`config.mk`:
```
export PLATFORM = sky130hd
export DESIGN_NAME = pwm_compare_dt_flat
export DESIGN_NICKNAME = d
export VERILOG_FILES = /design/src/rtl/pwm_pkg.sv /design/src/rtl/pwm_compare_dt_if.sv /design/src/rtl/pwm_compare_dt_deadtime.sv /design/src/rtl/pwm_compare_dt.sv /design/src/flat_wrapper.sv
export SDC_FILE = /design/constraint.sdc
export NUM_CORES = 1
export LEC_CHECK = 0
export ABC_CLOCK_PERIOD_IN_PS = 1600
export CAP_MARGIN = 15
export CORE_MARGIN = 2
export CORE_UTILIZATION = 42
export CTS_CLUSTER_SIZE = 8
export DETAILED_ROUTE_END_ITERATION = 10
export GPL_TIMING_DRIVEN = 1
export PLACE_DENSITY_LB_ADDON = 0.12
export SLEW_MARGIN = 20
export SYNTH_ARGS = -nofsm -noshare
export SYNTH_HDL_FRONTEND = slang
export SYNTH_SLANG_ARGS = --single-unit
```
`constraint.sdc`:
```
create_clock -name clk -period 1.6 [get_ports clk]
set_input_delay 0.24 -clock clk [delete_from_list [all_inputs] [get_ports clk]]
set_output_delay 0.24 -clock clk [all_outputs]
set_load 0.05 [all_outputs]
```
`src/rtl/pwm_pkg.sv`:
```
// Shared PWM definitions: dead-time FSM state encoding and counter mode constants.
package pwm_pkg;

  typedef enum logic [2:0] {
    ST_OFF   = 3'd0,
    ST_L_ON  = 3'd1,
    ST_DT_LH = 3'd2,
    ST_H_ON  = 3'd3,
    ST_DT_HL = 3'd4
  } pwm_dt_state_t;

  localparam logic MODE_UP     = 1'b0;
  localparam logic MODE_UPDOWN = 1'b1;

endpackage

```
`src/rtl/pwm_compare_dt_if.sv`:
```
// Signal bundle between the PWM counter/config side and the compare + dead-time stage.
interface pwm_compare_dt_if #(
  parameter int WIDTH    = 8,
  parameter int DT_WIDTH = 4
);
  logic                PWM_EN;
  logic                mode;
  logic [WIDTH-1:0]    period;
  logic [WIDTH-1:0]    cnt_val;
  logic [WIDTH-1:0]    duty;
  logic                duty_wr;
  logic [DT_WIDTH-1:0] deadtime;
  logic                pwm_h;
  logic                pwm_l;
  logic [WIDTH-1:0]    duty_active;
  logic                period_evt;

  modport master (
    output PWM_EN, mode, period, cnt_val, duty, duty_wr, deadtime,
    input  pwm_h, pwm_l, duty_active, period_evt
  );

  modport slave (
    input  PWM_EN, mode, period, cnt_val, duty, duty_wr, deadtime,
    output pwm_h, pwm_l, duty_active, period_evt
  );
endinterface

```
`src/rtl/pwm_compare_dt_deadtime.sv`:
```
// Complementary gate driver. With PWM_DEADTIME_EN defined a dead-time FSM inserts both-low
// gaps on every side change; otherwise the gates simply follow raw_q.
module pwm_deadtime #(
  parameter int DT_WIDTH = 4
) (
  input  logic                clk,
  input  logic                cmp_rst_n,
  input  logic                raw_q,
  input  logic                PWM_EN,
  input  logic [DT_WIDTH-1:0] deadtime,
  output logic                pwm_h,
  output logic                pwm_l
);

  logic r_pwm_h;
  logic r_pwm_l;

`ifdef PWM_DEADTIME_EN
  import pwm_pkg::*;

  // state    | meaning
  // OFF      | disabled or reset, both gates low
  // L_ON     | low side driven
  // DT_LH    | both low, counting down before high side turns on
  // H_ON     | high side driven
  // DT_HL    | both low, counting down before low side turns on

  localparam logic [DT_WIDTH-1:0] DT_ONE = DT_WIDTH'(1);

  pwm_dt_state_t       r_state;
  pwm_dt_state_t       w_state_nxt;
  logic [DT_WIDTH-1:0] r_dt_cnt;
  logic [DT_WIDTH-1:0] w_dt_cnt_nxt;

  always_ff @(posedge clk) begin
    if (!cmp_rst_n) begin
      r_state  <= ST_OFF;
      r_dt_cnt <= '0;
      r_pwm_h  <= 1'b0;
      r_pwm_l  <= 1'b0;
    end else begin
      r_state  <= w_state_nxt;
      r_dt_cnt <= w_dt_cnt_nxt;
      r_pwm_h  <= (w_state_nxt == ST_H_ON);
      r_pwm_l  <= (w_state_nxt == ST_L_ON);
    end
  end

  always_comb begin
    w_state_nxt  = r_state;
    w_dt_cnt_nxt = r_dt_cnt;
    case (r_state)
      ST_OFF:   w_state_nxt = raw_q ? ST_H_ON : ST_L_ON;
      ST_L_ON: begin
        if (raw_q) begin
          if (deadtime == '0) begin
            w_state_nxt = ST_H_ON;
          end else begin
            w_state_nxt  = ST_DT_LH;
            w_dt_cnt_nxt = deadtime;
          end
        end
      end
      ST_DT_LH: begin
        w_dt_cnt_nxt = r_dt_cnt - DT_ONE;
        if (!raw_q)                 w_state_nxt = ST_L_ON;
        else if (r_dt_cnt <= DT_ONE) w_state_nxt = ST_H_ON;
      end
      ST_H_ON: begin
        if (!raw_q) begin
          if (deadtime == '0) begin
            w_state_nxt = ST_L_ON;
          end else begin
            w_state_nxt  = ST_DT_HL;
            w_dt_cnt_nxt = deadtime;
          end
        end
      end
      ST_DT_HL: begin
        w_dt_cnt_nxt = r_dt_cnt - DT_ONE;
        if (raw_q)                  w_state_nxt = ST_H_ON;
        else if (r_dt_cnt <= DT_ONE) w_state_nxt = ST_L_ON;
      end
      default:  w_state_nxt = ST_OFF;
    endcase
    // Disable wins over every transition and drops the count.
    if (!PWM_EN) begin
      w_state_nxt  = ST_OFF;
      w_dt_cnt_nxt = '0;
    end
  end
`else
  logic w_unused_dt;
  assign w_unused_dt = ^deadtime;

  always_ff @(posedge clk) begin
    if (!cmp_rst_n) begin
      r_pwm_h <= 1'b0;
      r_pwm_l <= 1'b0;
    end else begin
      r_pwm_h <= PWM_EN & raw_q;
      r_pwm_l <= PWM_EN & ~raw_q;
    end
  end
`endif

  assign pwm_h = r_pwm_h;
  assign pwm_l = r_pwm_l;

endmodule

```
`src/rtl/pwm_compare_dt.sv`:
```
// PWM compare stage: double-buffered duty, period boundary strobe, raw compare, gate pair.
// Dead-time insertion is built only when PWM_DEADTIME_EN is defined.
module pwm_compare_dt
  import pwm_pkg::*;
#(
  parameter int WIDTH    = 8,
  parameter int DT_WIDTH = 4
) (
  input  logic             clk,
  input  logic             cmp_rst_n,
  pwm_compare_dt_if.slave  bus
);

  logic [WIDTH-1:0] r_shadow;
  logic [WIDTH-1:0] r_active;
  logic             r_raw_q;
  logic             r_evt;
  logic             w_boundary;
  logic [WIDTH-1:0] w_shadow_nxt;
  logic             w_pwm_h;
  logic             w_pwm_l;

  assign w_boundary   = (bus.mode == MODE_UP) ? (bus.cnt_val == bus.period)
                                              : (bus.cnt_val == '0);
  // A write landing on the boundary cycle bypasses straight into the active register.
  assign w_shadow_nxt = bus.duty_wr ? bus.duty : r_shadow;

  always_ff @(posedge clk) begin
    if (!cmp_rst_n) begin
      r_shadow <= '0;
      r_active <= '0;
      r_raw_q  <= 1'b0;
      r_evt    <= 1'b0;
    end else begin
      r_shadow <= w_shadow_nxt;
      if (!bus.PWM_EN)     r_active <= r_shadow;
      else if (w_boundary) r_active <= w_shadow_nxt;
      r_evt   <= bus.PWM_EN & w_boundary;
      r_raw_q <= (bus.cnt_val < r_active);
    end
  end

  pwm_deadtime #(
    .DT_WIDTH (DT_WIDTH)
  ) u_deadtime (
    .clk       (clk),
    .cmp_rst_n (cmp_rst_n),
    .raw_q     (r_raw_q),
    .PWM_EN    (bus.PWM_EN),
    .deadtime  (bus.deadtime),
    .pwm_h     (w_pwm_h),
    .pwm_l     (w_pwm_l)
  );

  assign bus.pwm_h       = w_pwm_h;
  assign bus.pwm_l       = w_pwm_l;
  assign bus.duty_active = r_active;
  assign bus.period_evt  = r_evt;

endmodule

```
`src/flat_wrapper.sv`:
```
// flat-port wrapper written by rule: the top's interface ports become plain ports
module pwm_compare_dt_flat import pwm_pkg::*;
#(
  parameter int WIDTH    = 8,
  parameter int DT_WIDTH = 4
)
  (clk, cmp_rst_n, bus_PWM_EN, bus_mode, bus_period, bus_cnt_val, bus_duty, bus_duty_wr, bus_deadtime, bus_pwm_h, bus_pwm_l, bus_duty_active, bus_period_evt);
  pwm_compare_dt_if #(.WIDTH(WIDTH), .DT_WIDTH(DT_WIDTH)) bus_i ();
  input  logic clk;
  input  logic cmp_rst_n;
  input wire logic [$bits(bus_i.PWM_EN)-1:0] bus_PWM_EN;
  input wire logic [$bits(bus_i.mode)-1:0] bus_mode;
  input wire logic [$bits(bus_i.period)-1:0] bus_period;
  input wire logic [$bits(bus_i.cnt_val)-1:0] bus_cnt_val;
  input wire logic [$bits(bus_i.duty)-1:0] bus_duty;
  input wire logic [$bits(bus_i.duty_wr)-1:0] bus_duty_wr;
  input wire logic [$bits(bus_i.deadtime)-1:0] bus_deadtime;
  output wire logic [$bits(bus_i.pwm_h)-1:0] bus_pwm_h;
  output wire logic [$bits(bus_i.pwm_l)-1:0] bus_pwm_l;
  output wire logic [$bits(bus_i.duty_active)-1:0] bus_duty_active;
  output wire logic [$bits(bus_i.period_evt)-1:0] bus_period_evt;
  assign bus_i.PWM_EN = bus_PWM_EN;
  assign bus_i.mode = bus_mode;
  assign bus_i.period = bus_period;
  assign bus_i.cnt_val = bus_cnt_val;
  assign bus_i.duty = bus_duty;
  assign bus_i.duty_wr = bus_duty_wr;
  assign bus_i.deadtime = bus_deadtime;
  assign bus_pwm_h = bus_i.pwm_h;
  assign bus_pwm_l = bus_i.pwm_l;
  assign bus_duty_active = bus_i.duty_active;
  assign bus_period_evt = bus_i.period_evt;
  pwm_compare_dt #(.WIDTH(WIDTH), .DT_WIDTH(DT_WIDTH)) u_core (.clk(clk), .cmp_rst_n(cmp_rst_n), .bus(bus_i));
endmodule
```
## Word level (Yosys, flattened, before mapping)

Cells that the tools add are included.

- Flip-flop bits (word level): 20
- Input bits: 33
- Output and inout bits: 11
- Logic and storage cells: 18

- Order comparisons: 1
- Eq/ne operators: 2
- Muxes and demuxes: 4
- Bitwise logic cells: 4
- Reduce and logical (&&, ||, !) cells: 1

Operators by type and width:

| operator | count |
|---|---|
| $mux 8 | 3 |
| $eq 8x8->1 | 1 |
| $logic_not 8->1 | 1 |
| $lt 8x8->1 | 1 |
| $and 1x1->1 | 3 |
| $ne 2x1->1 const B | 1 |
| $mux 1 | 1 |
| $not 1->1 | 1 |

## Depth between registers and ports, before layout

Gate-level depths: netlist (run 1).

- Depth in word-level cells: 4
- Depth in mapped cells: 7
- Mapped depth without buffers: 7

## By module

A second synthesis (run 1) with hierarchy kept.

- Cells, all modules: 111
- Area, all modules: 1074.8 µm²

Modules (own cells, without submodules):

| module | times used | cells an instance | area an instance (µm²) |
|---|---|---|---|
| pwm_compare_dt | 1 | 107 | 1018.5 |
| pwm_deadtime | 1 | 4 | 56.3 |

## Worst setup path before layout (run 1)

Ideal clock, no wire load.

- Path type: reg-to-reg
- Start point: register u_core.r_active[1], in the netlist u_core.bus.duty_active[1]
- End point: register u_core.r_raw_q
- Setup time: 0.058 ns
- Arrival: 1.690 ns
- Data required time: 1.542 ns
- Setup slack: -0.149 ns
- Stages on the path, launching flop included: 8
- Buffers on the path: 0
- Clock period less this slack: 1.749 ns
- Cell sequence: dfxtp_1 > inv_1 > ha_1 > a21o_1 > a21o_1 > a211oi_1 > o211ai_1 > nand2_1

- Word-level cells in the longest chain between the ends: 1

Ends and longest elaborated chain:

| element | RTL line | source |
|---|---|---|
| from (decl) | pwm_compare_dt.sv:15 | `logic [WIDTH-1:0] r_active;` |
| from (signal assigned) | pwm_compare_dt.sv:36 | `if (!bus.PWM_EN) r_active <= r_shadow;` |
| from (signal assigned) | pwm_compare_dt.sv:37 | `else if (w_boundary) r_active <= w_shadow_nxt;` |
| $lt 8x8->1 | pwm_compare_dt.sv:39 | `r_raw_q <= (bus.cnt_val < r_active);` |
| to (signal assigned) | pwm_compare_dt.sv:39 |  |
| to (decl) | pwm_compare_dt.sv:16 | `logic r_raw_q;` |

Every way passes these cells.
A chain may end at the register's enable or synchronous reset.

## Worst setup path in the final report (run 1)

- Start point: input port bus_cnt_val[1]
- End point: register u_core.r_active[4], in the netlist u_core.bus.duty_active[4]

- Word-level cells in the longest chain between the ends: 3
- Elaborated cells between the ends (all ways): 4
- Classes of those cells: eq/ne (2); mux (1); reduce/logical (1)

Ends and longest elaborated chain:

| element | RTL line | source |
|---|---|---|
| from (decl) | flat_wrapper.sv:14 | `input wire logic [$bits(bus_i.cnt_val)-1:0] bus_cnt_val;` |
| $eq 8x8->1 / $logic_not 8->1 (equally long branches) | pwm_compare_dt.sv:23, pwm_compare_dt.sv:24 |  |
| $mux 1 * | pwm_compare_dt.sv:23 | `assign w_boundary = (bus.mode == MODE_UP) ? (bus.cnt_val == bus.period)` |
| $ne 2x1->1 (no line) * | -- |  |

Every way passes the cells marked *; elsewhere a longest branch is shown, timed or not.

==> metrics.yaml, run 1 <==
path_cells: "clkdlybuf4s50_1, xnor2_1, nand4_1, nor3_2, a21oi_2, buf_6, o311ai_4"
cts.clk_slew.worst_paths_ns: 0.12
ant_nets: 0
htreeDepth: 1
grt_util_all_layers_pct: 19.12
min_period_over_period_pct: 97.91
netlist_top_cells_count: "dfxtp_1 (20), nand3b_1 (9), nand4_1 (9), nor2b_1 (9)"
worstHoldStart: "u_core.r_raw_q"
dieArea_um2: 2973
dpl_cell_area_um2: 1558
worstPathArrival_ns: 1.77
layout-drive-gt1-share_pct: 26.38
setup_slack_ns: 0.03347
postCtsSetupBuffers: 0
vias: 1027
dr.pass1.iters: 4
finalSetupViolCount: 0
numCtsBuffers: 3
status: "completed"
rows: 18
die-height_um: 54.53
clk_latency_ns: 0.30
final_nets: 204
die_width_um: 54.53
synth.area.top_cells: "dfxtp_1 (37%), ha_1 (8.2%), mux2i_1 (7.5%), nand3b_1 (6.3%), o311ai_0 (5.7%)"
rr_endpoint: "u_core.r_raw_q"
syn_area_um2: 1072
viasPerCell: 5.321
hold_viol: 0
synth_cell_type_count: 25
async_flop_share_pct: 0
hold_end: "u_core.u_deadtime.pwm_l"
crit_slowest_cell: "clkdlybuf4s50_1"
max-slew-margin-rel_pct: 57.20
wirelength_mm: 2.777
first_global_vias: 971
r2r_slack_ns: 0.11
avgSynthCellArea_um2: 9.574
port_buffers: 39
leakagePower_uw: 0.0007678
grt_antenna_before_repair: 0
yosysSeqAreaShare_pct: 37.34
synthCells: 112
grt_max_degree: 23
cts.sinks: 20
fill_cells: 208
pre_cts_ws_ns: -0.4134
gr-total-overflow: 0
synth.net_count: 152
timing.fmax_mhz: 638.4
rr_worst_depth: 7
clockBufferDepth: 2
ys_ff_latch: 20
drv_slew: 0
grt_pass1_wl_mm: 4.022
required_ns: 1.81
yosys.area.top_type_share_pct: 37.34
yosysMostFrequentCell: "dfxtp_1"
dr.first_iter.drc_count: 7
path_class: "input port to register"
path_max_fanout: 5
crit_path_start_kind: "input port"
min_path_type: "register to register"
irDropWorstVdd_v: 0.0005964
fin_area_um2: 1730
r2r-start: "u_core.bus.duty_active[1]"
yosysTopAreaCell: "dfxtp_1"
hpwl_mm: 1.986
holdWs_ns: 0.4180
synth_flop_cell: "dfxtp_1"
worstSetupEndpointType: "register"
syn_to_final_growth_pct: 61.38
period_minus_slack_ns: 1.567
place.gp.congestion: 0.8493
cts_root_buf: "clkbuf_4"
max_cap_violations: 0
clock_skew_ns: 0.006163
wl_per_cell_um: 14.39
utilization_pct: 70.49
p_per_area_nw_per_um2: 714.6
io-pin-count: 44
drcViolationCount: 0
critical-path-max-stage-delay_ns: 0.53
hold_depth: 1
antenna_cells: 0
tightest_slew_ns: 0.6405
synth_edf_count: 0
synth_warnings: 0
start_util_pct: 43.68
tritoncts: "built"
core_region_area_um2: 2455
-- metrics by stage --
stage	instances	TNS [ns]	power [uW]
4_1_cts	192	-0.01380	1227
2_1_floorplan	112	0	673.7
3_3_place_gp	188	-2.509	808.7
5_1_grt	193	-0.03472	1296
3_5_place_dp	188	-3.274	814.7
6_report	193	0	1237
-- worst max-delay path by stage --
stage                              startpoint                        end  cells after the start
finish                         bus_cnt_val[1]  u_core.bus.duty_active[4]                      7
global route                   bus_cnt_val[1]  u_core.bus.duty_active[4]                      7
global placement               bus_cnt_val[4]  u_core.bus.duty_active[5]                      7
detailed placement             bus_cnt_val[5]  u_core.bus.duty_active[3]                      7
floorplan           u_core.bus.duty_active[2]             u_core.r_raw_q                      6
CTS                            bus_cnt_val[4]  u_core.bus.duty_active[4]                      7
-- placed cells by master (no fill, tap or decap), types with 3 or more instances in the layout --
cell	Yosys	final
buf_4	0	22
buf_6	1	3
clkbuf_4	0	3
clkdlybuf4s50_1	0	24
dfxtp_1	20	19
dlymetal6s2s_1	0	3
ha_1	7	7
inv_1	8	8
mux2i_1	8	8
nand3b_1	9	9
nand4_1	9	9
nor2_1	4	4
nor2b_1	9	9
o311ai_2	1	5
o311ai_4	0	3
xnor2_1	4	4
xor2_1	4	4
-- cells by family after synthesis --
logic type,synth area share (%)
AO/OA/AOI/OAI,11.79
XOR/XNOR,6.534
adder cells (fa/ha/maj),8.168
buffers and inverters,5.951
flip-flops,37.34
multiplexers,7.468
AND/OR/NAND/NOR,22.75
-- final cells by class --
type,instances,area [um2],share of cell area [%]
multi-input combinational,77,701.9,40.56
timing repair buffer,54,506.7,29.28
sequential,20,401.6,23.21
tap,30,37.54,2.169
clock inverter,1,30.03,1.735
inverter,8,30.03,1.735
clock buffer,3,22.52,1.302
-- power breakdown --
| part | switching [uW] | leakage, uW | total, uW | internal (uW) |
|---|---|---|---|---|
| combinational | 139 | 0.000576 | 289 | 149 |
| clock | 160 | 0.0000279 | 413 | 253 |
| sequential | 12.8 | 0.000164 | 535 | 522 |
-- registers in the layout, summed over array words and instances, names as in the netlist --
name / count
u_core.r_raw_q: 1
u_core.u_deadtime.pwm_h: 1
u_core.r_shadow: 8
u_core.bus.period_evt: 1
u_core.u_deadtime.pwm_l: 1
u_core.bus.duty_active: 8
-- critical path: cells and delay by family --
kind / cells / cell delay, ns
AO/OA/AOI/OAI: 2 / 0.40
XOR/XNOR: 1 / 0.14
buffers and inverters: 2 / 0.69
AND/OR/NAND/NOR: 2 / 0.30
-- repair_timing --
item                                   4_1_cts  5_1_grt
hold buffers                                 0        0
setup endpoints to repair                    7        8
endpoints found under the hold margin        0        0
gates cloned                                 0        1
gates resized for setup                      9       20
pin swaps                                    1        5
-- per-layer routing --
layer | vias up | global-route usage, % | routed length (um)
met5 | - | 0 | 0
met4 | 0 | 8.750 | 48
met3 | 6 | 3.005 | 138
met2 | 30 | 32.53 | 1335
met1 | 481 | 23.56 | 1254
li1 | 510 | - | -
(Power assumes the default switching activity.)
==> run 2, diff against run 1 <==
--- a/config.mk
+++ b/config.mk
@@ -7,7 +7,7 @@
 export LEC_CHECK = 0
 export ABC_CLOCK_PERIOD_IN_PS = 1600
 export CAP_MARGIN = 15
-export CORE_MARGIN = 2
+export CORE_MARGIN = 4
 export CORE_UTILIZATION = 42
 export CTS_CLUSTER_SIZE = 8
 export DETAILED_ROUTE_END_ITERATION = 10
==> metrics.yaml, run 2 (synthesis gave the netlist of run 1 again) <==
status: "completed"  # unchanged
drcViolationCount: 0  # unchanged
wirelength_mm: 2.891  # was 2.777 mm
worstSetupEndpointType: "register"  # unchanged
grt_max_degree: 18  # was 23
numCtsBuffers: 3  # unchanged
clkPwrFrac_pct: 26.3  # was 33.4%
dieArea_um2: 3425  # was 2973 um2
irDropWorstVdd_v: 0.0007114  # was 0.0005964 V
clk_latency_ns: 0.30  # about the same
final_nets: 204  # unchanged
rows: 18  # unchanged
dr.pass1.iters: 4  # unchanged
layout-drive-gt1-share_pct: 25.77  # was 26.38%
switchingPower_uw: 300.4  # was 312.3 uW
path_class: "input port to register"  # unchanged
drv_slew: 0  # unchanged
min_path_type: "register to register"  # unchanged
final_common_cell: "buf_4"  # was clkdlybuf4s50_1
first_global_vias: 1068  # was 971
power_frac_seq_pct: 48.2  # was 43.2%
pwr-share-comb_pct: 25.5  # was 23.3%
pre_cts_ws_ns: -0.4334  # was -0.4134 ns
crit_path_start_kind: "input port"  # unchanged
setup_slack_ns: 0.07796  # was 0.03347 ns
period_minus_slack_ns: 1.522  # was 1.567 ns
start_util_pct: 43.68  # unchanged
grt_antenna_before_repair: 0  # unchanged
min_period_over_period_pct: 95.13  # was 97.91%
clock_skew_ns: 0.003790  # was 0.006163 ns
die-height_um: 58.53  # was 54.53 um
tritoncts: "built"  # unchanged
required_ns: 1.81  # about the same
p_per_area_nw_per_um2: 657.6  # was 714.6 nW/um2
cts.sinks: 20  # unchanged
dr.first_iter.drc_count: 29  # was 7
path_max_fanout: 9  # was 5
internal-power_uw: 808.7  # was 924.3 uW
rsz0062_at_grt: "true"
core_region_area_um2: 2455  # unchanged
worstPathArrival_ns: 1.73  # was 1.77 ns
p_sw_share_pct: 27.09  # was 25.25%
layout_common_cells: "buf_4 (23), clkdlybuf4s50_1 (22), dfxtp_1 (19)"  # was clkdlybuf4s50_1 (24), buf_4 (22), dfxtp_1 (19)
antenna_cells: 0  # unchanged
tightest_slew_ns: 0.5018  # was 0.6405 ns
finalSetupViolCount: 0  # unchanged
clockBufferDepth: 2  # unchanged
viasPerCell: 5.269  # was 5.321
timing.fmax_mhz: 657.0  # was 638.4 MHz
utilization_pct: 68.71  # was 70.49%
gr-total-overflow: 0  # unchanged
place.gp.congestion: 0.8209  # was 0.8493
wl_per_cell_um: 14.98  # was 14.39 um
ant_nets: 0  # unchanged
max_cap_violations: 0  # unchanged
io-pin-count: 44  # unchanged
die_width_um: 58.53  # was 54.53 um
syn_to_final_growth_pct: 57.29  # was 61.38%
postCtsSetupBuffers: 0  # unchanged
cts_root_buf: "clkbuf_4"  # unchanged
dpl_cell_area_um2: 1570  # was 1558 um2
leakagePower_uw: 0.0006990  # was 0.0007678 uW
htreeDepth: 1  # unchanged
hpwl_mm: 2.123  # was 1.986 mm
hold_viol: 0  # unchanged
fin_area_um2: 1687  # was 1730 um2
cts.clk_slew.worst_paths_ns: 0.11  # was 0.12 ns
port_buffers: 39  # unchanged
max-slew-margin-rel_pct: 66.46  # was 57.20%
vias: 1017  # was 1027
fill_cells: 206  # was 208
grt_util_all_layers_pct: 18.07  # was 19.12%
grt_pass1_wl_mm: 4.816  # was 4.022 mm
## run 2: power groups by stage
stage          Combinational [uW]  Sequential, uW  Clock, uW
2_1_floorplan                97.1             577          0
3_3_place_gp                  267             545          0
3_5_place_dp                  273             546          0
4_1_cts                       277             535        298
5_1_grt                       307             538        328
6_report                      283             535        292
## run 2: final cells by class
class | instances | area [um2] | share of cell area (%)
timing repair buffer | 54 | 519.2 | 30.79
inverter | 8 | 30.03 | 1.780
multi-input combinational | 77 | 661.9 | 39.24
sequential | 20 | 401.6 | 23.81
tap | 30 | 37.54 | 2.226
clock buffer | 4 | 36.28 | 2.151
## run 2: what timing repair did
action	4_1_cts	5_1_grt
resized for setup	15	8
pin swaps	5	7
hold buffers	0	0
endpoints found under the setup margin	8	9
gates cloned	1	0
## run 2: worst paths after layout
path,start,endpoint,slack [ns],depth (start not counted)
setup / recovery,bus_period[2],u_core.bus.duty_active[1],0.08,7
hold / removal,u_core.r_raw_q,u_core.u_deadtime.pwm_l,0.42,1
setup reg to reg,u_core.bus.duty_active[1],u_core.r_raw_q,0.10,7
hold reg to reg,u_core.r_raw_q,u_core.u_deadtime.pwm_l,0.42,1
## run 2: through the flow
step	total power [uW]	cells	hold slack [ns]	TNS, ns
detailed placement	818.7	188	0.4055	-3.430
CTS	1110	193	0.4218	0
global route	1173	193	0.4575	-0.01073
finish	1109	193	0.4171	0
floorplan	673.7	112	0.3846	0
global placement	812.2	188	0.3964	-2.640
## run 2: metal layers
| layer | track usage, % | up-vias | routed length (um) |
|---|---|---|---|
| li1 | - | 514 | - |
| met1 | 22.18 | 473 | 1225 |
| met2 | 30.30 | 25 | 1479 |
| met3 | 3.509 | 5 | 147 |
| met4 | 8.278 | 0 | 39 |
| met5 | 0 | - | 0 |
## run 2: critical path, stage by stage
cell and delay, ns:
clkdlybuf4s50_1 0.48, xnor2_1 0.13, nand4_1 0.12, nor3_2 0.21
a21oi_2 0.12, buf_12 0.17, o311ai_2 0.26
==> RTL edit (settings of run 1) <==
`WIDTH` is set to 8 in 3 places; all go to 6.
--- a/src/rtl/pwm_compare_dt_if.sv
+++ b/src/rtl/pwm_compare_dt_if.sv
@@ -2,3 +2,3 @@
 interface pwm_compare_dt_if #(
-  parameter int WIDTH    = 8,
+  parameter int WIDTH    = 6,
   parameter int DT_WIDTH = 4
--- a/src/rtl/pwm_compare_dt.sv
+++ b/src/rtl/pwm_compare_dt.sv
@@ -5,3 +5,3 @@
 #(
-  parameter int WIDTH    = 8,
+  parameter int WIDTH    = 6,
   parameter int DT_WIDTH = 4
--- a/src/flat_wrapper.sv
+++ b/src/flat_wrapper.sv
@@ -3,3 +3,3 @@
 #(
-  parameter int WIDTH    = 8,
+  parameter int WIDTH    = 6,
   parameter int DT_WIDTH = 4
Ports: changed (resized bus_cnt_val, bus_duty, bus_duty_active and bus_period); port bits go from 44 to 36. No check against the original RTL was run, so the function may have changed too.
==> RTL edit against run 1 <==
Setup slack improved by 0.049 ns. Core utilization fell by 4.3 points. Area after synthesis shrank 21%. Sequential cell count down 4. Wire length is 30% lower. Power shrank 31%. Cell area decreased by 26%. First-iteration DRC count rose by 86%. Synthesized cell count shrank 26%. Critical endpoint is now u_core.bus.duty_active[2]$_SDFFE_PN0P_. Largest power group unchanged.
==> RTL edit: results (changes against run 1) <==
- Status: finished, final reports clean (unchanged)
- Slowest CP cell: nor4_4 (was clkdlybuf4s50_1)
- Post-DP HPWL: 1.43 mm (was 1.99 mm)
- Mapped Nets: 115 (was 152)
- H-tree levels: 1 (unchanged)
- Vias after detailed routing: 768 (was 1027)
- Worst min-delay path class: register to register (unchanged)
- Gr usage total: 17.6% (was 19.1%)
- Leakage power: 0.536 nW (was 0.768 nW)
- Root buffer cell: clkbuf_4 (unchanged)
- RePlAce Congestion: 0.727 (was 0.849)
- Async SR Flop Fraction: 0% (unchanged)
- Nets: 158 (was 204)
- Layout cells sized above 1: 25.8% (was 26.4%)
- 1st-iter DRT viols: 13 (was 7)
- IO buf count: 31 (was 39)
- Synth Warn #: 0 (unchanged)
- Clock buffer depth: 2 (unchanged)
- Sequential fraction of the synthesis area: 37.6% (was 37.3%)
- Largest net degree at the start of global routing: 21 (was 23)
- Clk Latency, worst-skew pair: 0.28 ns (was 0.30 ns)
- Vias in the first global route: 705 (was 971)
- First-pass detailed-route iteration total: 4 (unchanged)
- Peak VDD IR: 0.592 mV (was 0.596 mV)
- Met2 Use GR: 27.9% (was 32.5%)
- Syn Area/Cell: 10.3 um2 (was 9.57 um2)
- Clock transition at path regs: 0.09 ns (was 0.12 ns)
- Met1 Use GR: 22.9% (was 23.6%)
- First-pass GRT wire length: 3.25 mm (was 4.02 mm)
- Pre-CTS setup slack: -0.421 ns (was -0.413 ns)
- WL/cell: 12.8 um (was 14.4 um)
- Max Clock Skew: 0.00863 ns (was 0.00616 ns)
- Unique masters post-synth: 28 (was 25)
- CTS Buf Count: 3 (unchanged)
- Final Non-Filler Cells: 151 (was 193)
- Worst Tran Pin Value: 0.378 ns (was 0.640 ns)
- Met3 Use GR: 4.29% (was 3.01%)
- Top cells by area, synth: dfxtp_1 (38%), ha_1 (7.3%), mux2i_1 (7.0%) (was dfxtp_1 (37%), ha_1 (8.2%), mux2i_1 (7.5%))
- Post-Place Cell Area: 1200 um2 (was 1560 um2)
- CP Max Fanout: 6 (was 5)
- Worst path top cell family by delay: simple AND/OR/NAND/NOR gates (was buffers and inverters)
- Worst path max stage delay: 0.43 ns (was 0.53 ns)
- Initial antenna violation count: 0 (unchanged)
- N_diodes: 0 (unchanged)
-- RTL edit: area by class of cell --
class,count,area [um2]
fill,181,656
multi-input combinational,57,515
timing repair buffer,42,370
sequential,16,322
tap,27,33.8
clock buffer,3,22.5
inverter,6,22.5
-- RTL edit: timing repair --
action	in CTS	in global routing
buffers inserted	1	0
gates cloned	1	0
resized for setup	14	3
setup endpoints to repair	6	8
pin swaps	10	2
endpoints found under the hold margin	0	0
-- RTL edit: stage by stage --
stage | hold slack [ns] | setup TNS (ns) | utilization (%) | power, mW
global placement | 0.389 | -2.56 | 61.8 | 0.638
global route | 0.420 | 0 | 66.2 | 0.898
detailed placement | 0.399 | -2.84 | 61.8 | 0.642
floorplan | 0.385 | 0 | - | 0.540
CTS | 0.411 | 0 | 65.5 | 0.859
finish | 0.410 | 0 | 66.2 | 0.851
-- RTL edit: path summary, 6_finish.rpt --
check | endpoint | slack (ns) | depth (start not counted) | from
worst min-delay path | u_core.u_deadtime.pwm_l$_SDFF_PN0_ | 0.41 | 1 | u_core.r_raw_q$_SDFF_PN0_
worst max register to register | u_core.r_raw_q$_SDFF_PN0_ | 0.12 | 6 | u_core.bus.duty_active[1]$_SDFFE_PN0P_
worst max-delay path | u_core.bus.duty_active[2]$_SDFFE_PN0P_ | 0.08 | 6 | bus_period[4]
worst min register to register | u_core.u_deadtime.pwm_l$_SDFF_PN0_ | 0.41 | 1 | u_core.r_raw_q$_SDFF_PN0_
-- RTL edit: routing by layer --
layer  up-vias  routed length (um)  share of wire [%]
met5         -                   0                  0
met4         0                  12               0.62
met3         2                 142                7.3
met2        29                 909                 47
met1       349                 869                 45
li1        388                   -                  -
-- RTL edit: logic make-up (layout without fill, tap and decap cells) --
kind of cell / Yosys count / count (layout) / share of synthesized area (%)
and+or+nand+nor: 27 / 27 / 20.9
DFF: 16 / 16 / 37.6
buffers and inverters: 11 / 51 / 8.52
xor gates and xnor gates: 6 / 6 / 6.17
adders and majority gates: 5 / 5 / 7.34
muxes: 6 / 6 / 7.05
AOI/OAI and AO/OA: 12 / 13 / 12.5
-- RTL edit: worst register-to-register path: stages (launching register included) --
cell	delay [ns]
dfxtp_2	0.35
inv_1	0.04
ha_1	0.28
a21o_1	0.15
a21o_1	0.17
a211oi_1	0.24
o211a_1	0.19
-- RTL edit: power by group --
| group | total [mW] | internal, mW | switching, mW |
|---|---|---|---|
| combinational | 0.219 | 0.111 | 0.108 |
| clock | 0.206 | 0.0873 | 0.118 |
| sequential | 0.427 | 0.417 | 0.00977 |
